<file path="src/rtl/pifo_leaf_bank.sv">
// rtl/pifo_leaf_bank.sv - four-lane sorted leaf storage for a PIFO parent node.
// Optional occupancy output o_occ enabled by `define PIFO_LEAF_OCC_EN.
module pifo_leaf_bank #(
    parameter int PTW   = 16,
    parameter int MTW   = 32,
    parameter int DEPTH = 8,
    localparam int W    = MTW + PTW,
    localparam int CW   = $clog2(DEPTH + 1)
) (
    input  logic           i_clk,
    input  logic           i_arst_n,
    input  logic [3:0]     i_push,
    input  logic [W-1:0]   i_push_data,
    input  logic [3:0]     i_pop,
    output logic [4*W-1:0] o_pop_data,
    output logic [3:0]     o_empty,
    output logic [3:0]     o_full,
    output logic [3:0]     o_overflow,
    output logic [3:0]     o_underflow
`ifdef PIFO_LEAF_OCC_EN
    ,
    output logic [4*CW-1:0] o_occ
`endif
);

    localparam logic [W-1:0]  IDLE   = {{MTW{1'b0}}, {PTW{1'b1}}};
    localparam logic [CW-1:0] FULL_C = CW'(DEPTH);

    for (genvar k = 0; k < 4; k++) begin : g_lane
        logic [W-1:0]     e [DEPTH];
        logic [W-1:0]     s [DEPTH];
        logic [W-1:0]     n [DEPTH];
        logic [DEPTH-1:0] keep;
        logic [CW-1:0]    cnt;
        logic [CW-1:0]    c_base;
        logic [CW-1:0]    c_next;
        logic             do_pop;
        logic             ovf;
        logic             udf;

        assign do_pop = i_pop[k] && (cnt != '0);

        always_comb begin
            c_base = do_pop ? cnt - 1'b1 : cnt;
            for (int i = 0; i < DEPTH - 1; i++)
                s[i] = do_pop ? e[i+1] : e[i];
            s[DEPTH-1] = do_pop ? IDLE : e[DEPTH-1];
            // keep is a thermometer: valid entries whose priority does not exceed the new word
            for (int i = 0; i < DEPTH; i++)
                keep[i] = (CW'(i) < c_base) && !(s[i][PTW-1:0] > i_push_data[PTW-1:0]);
            n[0] = (!i_push[k] || keep[0]) ? s[0] : i_push_data;
            for (int i = 1; i < DEPTH; i++) begin
                if (!i_push[k] || keep[i])
                    n[i] = s[i];
                else if (keep[i-1])
                    n[i] = i_push_data;
                else
                    n[i] = s[i-1];
            end
            c_next = (i_push[k] && (c_base != FULL_C)) ? c_base + 1'b1 : c_base;
        end

        always_ff @(posedge i_clk or negedge i_arst_n) begin
            if (!i_arst_n) begin
                for (int i = 0; i < DEPTH; i++)
                    e[i] <= IDLE;
                cnt <= '0;
                ovf <= 1'b0;
                udf <= 1'b0;
            end else begin
                for (int i = 0; i < DEPTH; i++)
                    e[i] <= n[i];
                cnt <= c_next;
                if (i_push[k] && !i_pop[k] && (cnt == FULL_C))
                    ovf <= 1'b1;
                if (i_pop[k] && (cnt == '0))
                    udf <= 1'b1;
            end
        end

        assign o_pop_data[k*W +: W] = e[0];
        assign o_empty[k]           = (cnt == '0);
        assign o_full[k]            = (cnt == FULL_C);
        assign o_overflow[k]        = ovf;
        assign o_underflow[k]       = udf;
`ifdef PIFO_LEAF_OCC_EN
        assign o_occ[k*CW +: CW]    = cnt;
`endif
    end

endmodule

</file>
<file path="config.mk">
export PLATFORM = sky130hd
export DESIGN_NAME = pifo_leaf_bank
export DESIGN_NICKNAME = d
export VERILOG_FILES = /design/src/rtl/pifo_leaf_bank.sv
export SDC_FILE = /design/constraint.sdc
export NUM_CORES = 2
export LEC_CHECK = 0
export BUFFER_PORTS_ARGS = -buffer_cell sky130_fd_sc_hd__buf_2
export CORE_MARGIN = 1
export CORE_UTILIZATION = 30
export CTS_CLUSTER_DIAMETER = 120
export DETAILED_ROUTE_END_ITERATION = 16
export GPL_TIMING_DRIVEN = 0
export SLEW_MARGIN = 10
export SYNTH_ARGS = -nofsm -noshare
export SYNTH_HDL_FRONTEND = slang
export SYNTH_SLANG_ARGS = --single-unit
</file>
<file path="constraint.sdc">
create_clock -name i_clk -period 6 [get_ports i_clk]
set_clock_uncertainty 0.15 [all_clocks]
set_input_delay 0.6 -clock i_clk [delete_from_list [all_inputs] [get_ports i_clk]]
set_output_delay 0.6 -clock i_clk [all_outputs]
set_load 0.01 [all_outputs]
</file>
==> After elaboration in Yosys (flattened, before gate mapping) <==
Cells that the tools add are included.
{ "totals": {"ff_bits": 1560, "latchBits": 0, "ramBits": 0, "romBits": 0, "input_bits": 58, "output_inout_bits": 208, "elab_cells": 364, "mem_count": 0} }
{ "classes": {"add_sub_neg": 8, "mul": 0, "div_mod_pow": 0, "magnitude_cmp": 64, "n_eq_ne": 12, "n_shift": 0, "muxes": 100, "bitwise_logic": 0, "reduce_logical": 132} }
{ "op_table": {"columns": ["op", "count"], "rows": [
  ["48-bit two-way mux", 92],
  ["16-bit greater-than comparator", 32],
  ["3-bit by 4-bit less-than comparator with 1-bit output, first input constant", 16],
  ["1-bit logical AND", 52],
  ["1-bit logical NOT", 40],
  ["1-bit logical OR", 32],
  ["1-bit by 4-bit less-than comparator with 1-bit output, first input constant", 8],
  ["2-bit by 4-bit less-than comparator with 1-bit output, first input constant", 8],
  ["4-bit two-way mux", 8],
  ["4-bit by 1-bit adder with 4-bit output, second input constant", 4],
  ["4-bit == test, second input constant", 4],
  ["4-bit logical NOT", 4],
  ["4-bit != test, second input constant", 4],
  ["4-bit nonzero test", 4],
  ["4-bit by 1-bit subtractor with 4-bit output, second input constant", 4],
  ["2-bit != test, second input constant", 4]
]} }

==> Logic depth before layout (Yosys ltp) <==
{ "depth": {"word_depth": 8, "mapped_depth": 22, "ltp_nobuf": 16} }

==> Worst setup path before layout <==
Ideal clock, no wire load.
{ "synth_path": {"kind": "reg2reg", "from": "register g_lane[1].cnt[0]", "to": "register g_lane[1].e, in the netlist o_pop_data[86]", "setup_time_ns": 0.125, "arrival_ns": 4.558, "required_ns": 5.725, "path_slack_ns": 1.167, "stages_incl_launch_ff": 20, "n_path_buf": 5, "synth_period_minus_slack_ns": 4.833, "path_cell_list": "dfrtp_1 inv_1 ha_1 nor3b_1 nand2b_1 clkbuf_1 clkbuf_1 buf_1 nand2_1 nand2_1 ha_1 nor2b_1 o211ai_1 a21oi_1 nor4b_1 o21ai_1 nand2_1 clkbuf_1 buf_1 mux2_2"} }
{ "synth_lines": {"columns": ["element", "line", "rtl"], "rows": [
  ["start: declaration", "34", "logic [CW-1:0] cnt;"],
  ["start signal: assignment", "73", "cnt <= c_next;"],
  ["end signal: indexed assignment", "72", "e[i] <= n[i];"],
  ["end: declaration", "30", "logic [W-1:0] e [DEPTH];"]
]} }

==> metrics.yaml <==
hold_class: "in -> reg"
synthTopCellsByArea: "dfrtp_1 26%, mux2i_1 18%, dfstp_2 13%"
clockBufferDepth: 4
relSlewSlack_pct: 1.67
clock-root-buffer: "clkbuf_16"
final_common_cell: "nand2_1"
finalSetupViolCount: 0
antenna_found_initial: 46
grt_usage_pct: 24.3
synth.top_cell.area_share_pct: 25.9
synth-main-ff-cell: "dfrtp_1"
dp_hpwl_um: 327000
min_delay_path_depth: 3
tns_ps: 0
clk_pin_slew_ps: 70
start_util_pct: 30.3
postRouteAntennaNets: 0
critPathKind: "reg -> reg"
r2r_cells: 21
cap_violations: 0
fin_nets: 12200
final_cell_mix: "2775 x nand2_1, 1792 x mux2i_1, 1048 x dfrtp_1, 615 x o21ai_0, 603 x a21oi_1"
finalHoldViolCount: 0
route.detailed.drc: 0
yosys_register_bits: 1560
port_buffers: 263
vdd_drop_max_uv: 341
drive_above_1_share_pct: 17.8
vias: 89900
grt_pass1_wl_um: 614000
insertion_delay_ps: 890
critical_path_arrival_ps: 6500
synth_area_leader_cell: "dfrtp_1"
min_period_ps: 5910
synth_warnings: 0
syn_inst: 11100
hold_start: "i_push_data[15]"
hold_slack_ps: 34.6
avgSynthCellArea_um2: 9.11
worstSetupStartpoint: "g_lane[3].cnt[0]"
synth_edf_count: 0
synth_fp_nets: 11700
drv_slew: 0
crit_required_ps: 6590
drtIter0Drc: 9180
die_x_um: 583
die_h_um: 583
r2r-start: "g_lane[3].cnt[0]"
cp-end-kind: "register"
startpoint_type: "register"
grt_setup_unrepaired: "true"
fmax_mhz: 169
crit_fanout: 10
layout_worst_path_cycle_share_pct: 98.5
core-area_um2: 334000
gr-total-overflow: 0
cts_sinks: 1560
die_area_um2: 340000
viasPerCell: 5.53
rrSetupSlack_ps: 90
htreeDepth: 4
cts_tree: "built"
post_drt_wl_per_cell_um: 26.2
grt_max_degree: 148
power_density_nw_per_um2: 683
numCtsBuffers: 183
drt-total-wl_um: 426000
crit_end: "o_pop_data[173]"
area_delta_synth_final_pct: 14.6
async_reset_ff_share_pct: 100
status: "complete, no violations"
synth.distinct_cells: 92
ios: 266
gp_congestion: 0.962
rows: 212
reg2reg_to: "o_pop_data[173]"
firstDrtPassIters: 6
worst_pin_slew_ps: 1470
ys_seq_area_share_pct: 39.2
grt_pass1_vias: 87600
p_leak_uw: 0.0563
netlist_area_um2: 101000
## Yosys cell counts, types with 11 or more instances
master / n
nor4_1: 22
buf_1: 114
nand2b_1: 71
a21oi_1: 606
mux2i_1: 1793
a22oi_1: 37
nand3_1: 73
nor3_1: 21
ha_1: 524
o21ai_0: 617
a211oi_1: 15
nand2_1: 2778
o211ai_1: 32
o22a_1: 18
a2bb2oi_1: 73
a21o_1: 77
o21a_1: 158
buf_2: 163
and2_1: 113
clkbuf_1: 556
clkinv_1: 30
a31oi_1: 60
dfstp_2: 512
o22ai_1: 86
xnor2_1: 11
inv_1: 158
o2111ai_1: 30
nor2_1: 285
nor2b_1: 32
a221oi_1: 12
dfrtp_1: 1048
a21boi_0: 40
o21ai_1: 14
a22o_1: 48
mux2_2: 285
nand4_1: 103
o2bb2ai_1: 98
a31o_2: 35
buf_4: 210
## per-layer routing
layer / vias up / track usage [%] / wire length, um
li1: 39800 / - / -
met1: 45000 / 33.3 / 184000
met2: 4156 / 36.0 / 180000
met3: 916 / 5.12 / 37500
met4: 30 / 12.3 / 24800
met5: - / 0 / 224
## layout make-up
class / instances / area (um2)
buffer: 1035 / 5290
sequential: 1560 / 39700
multi-input combinational: 8314 / 56200
timing repair buffer: 325 / 2270
tap: 4494 / 5620
fill: 34900 / 218000
inverter: 189 / 727
clock buffer: 271 / 5410
clock inverter: 51 / 728
antenna: 22 / 55.1
## flip-flops by register name, summed over array words and instances (netlist names)
register / cells
g_lane.e: 1344
o_pop_data: 192
g_lane.cnt: 16
g_lane.ovf: 4
g_lane.udf: 4
## how the worst min path moves through the flow
stage                            end  slack [ps]
floorplan           g_lane[0].cnt[0]         150
global placement       g_lane[0].udf         290
detailed placement     g_lane[3].udf         300
CTS                 g_lane[3].e[215]           2
global route         g_lane[2].e[15]          20
finish               g_lane[2].e[15]          30
## critical path, cell delays in order (launching register included)
cell and delay [ps]:
dfrtp_1 440, inv_1 70, ha_1 290, nor3b_4 200, nor2_2 370, buf_8 210, clkbuf_4 350, clkbuf_1 580
nand2_1 120, nand2_1 110, inv_1 100, ha_1 190, nor2b_1 100, o211ai_1 100, a2111oi_0 730, or3b_2 330
a22oi_2 70, buf_4 180, nand2b_1 200, clkbuf_4 300, buf_4 240, mux2_2 300
## kinds of logic (layout without fill, tap and decap cells)
family,after synthesis,in the layout,share of synthesized area [%]
muxes,2078,2078,20.9
other,0,22,0
xor gates and xnor gates,14,14,0.121
DFF,1560,1560,39.2
buffers and inverters,1233,1871,5.56
and+or+nand+nor,3567,3567,14.5
AOI/OAI and AO/OA,2131,2131,13.2
adders and majority gates,524,524,6.48
## power breakdown
part	switching (uW)	internal, uW	total [uW]
combinational	28300	18000	46400
clock	4990	6920	11900
sequential	3800	17100	20900
## repair_timing
action / CTS / global route
hold buffers: 24 / 0
pin swaps: 5 / 3
endpoints found under the hold margin: 103 / 0
endpoints found under the setup margin: 1536 / 1261
resized for setup: 156 / 229
buffers inserted: 9 / 4
## stage by stage
| step | util, % | power (uW) | worst slack [ps] | area [um2] | std cells |
|---|---|---|---|---|---|
| 3_5_place_dp | 32.5 | 65600 | -2240 | 109000 | 15900 |
| 6_report | 34.7 | 79200 | 92.2 | 116000 | 16300 |
| 5_1_grt | 34.7 | 83700 | -3.17 | 116000 | 16300 |
| 2_1_floorplan | - | 51100 | 1170 | 101000 | 11100 |
| 3_3_place_gp | 32.3 | 64900 | -32800 | 108000 | 15900 |
| 4_1_cts | 34.6 | 77800 | 0.820 | 116000 | 16200 |
Power figures use the tool's default switching activity.
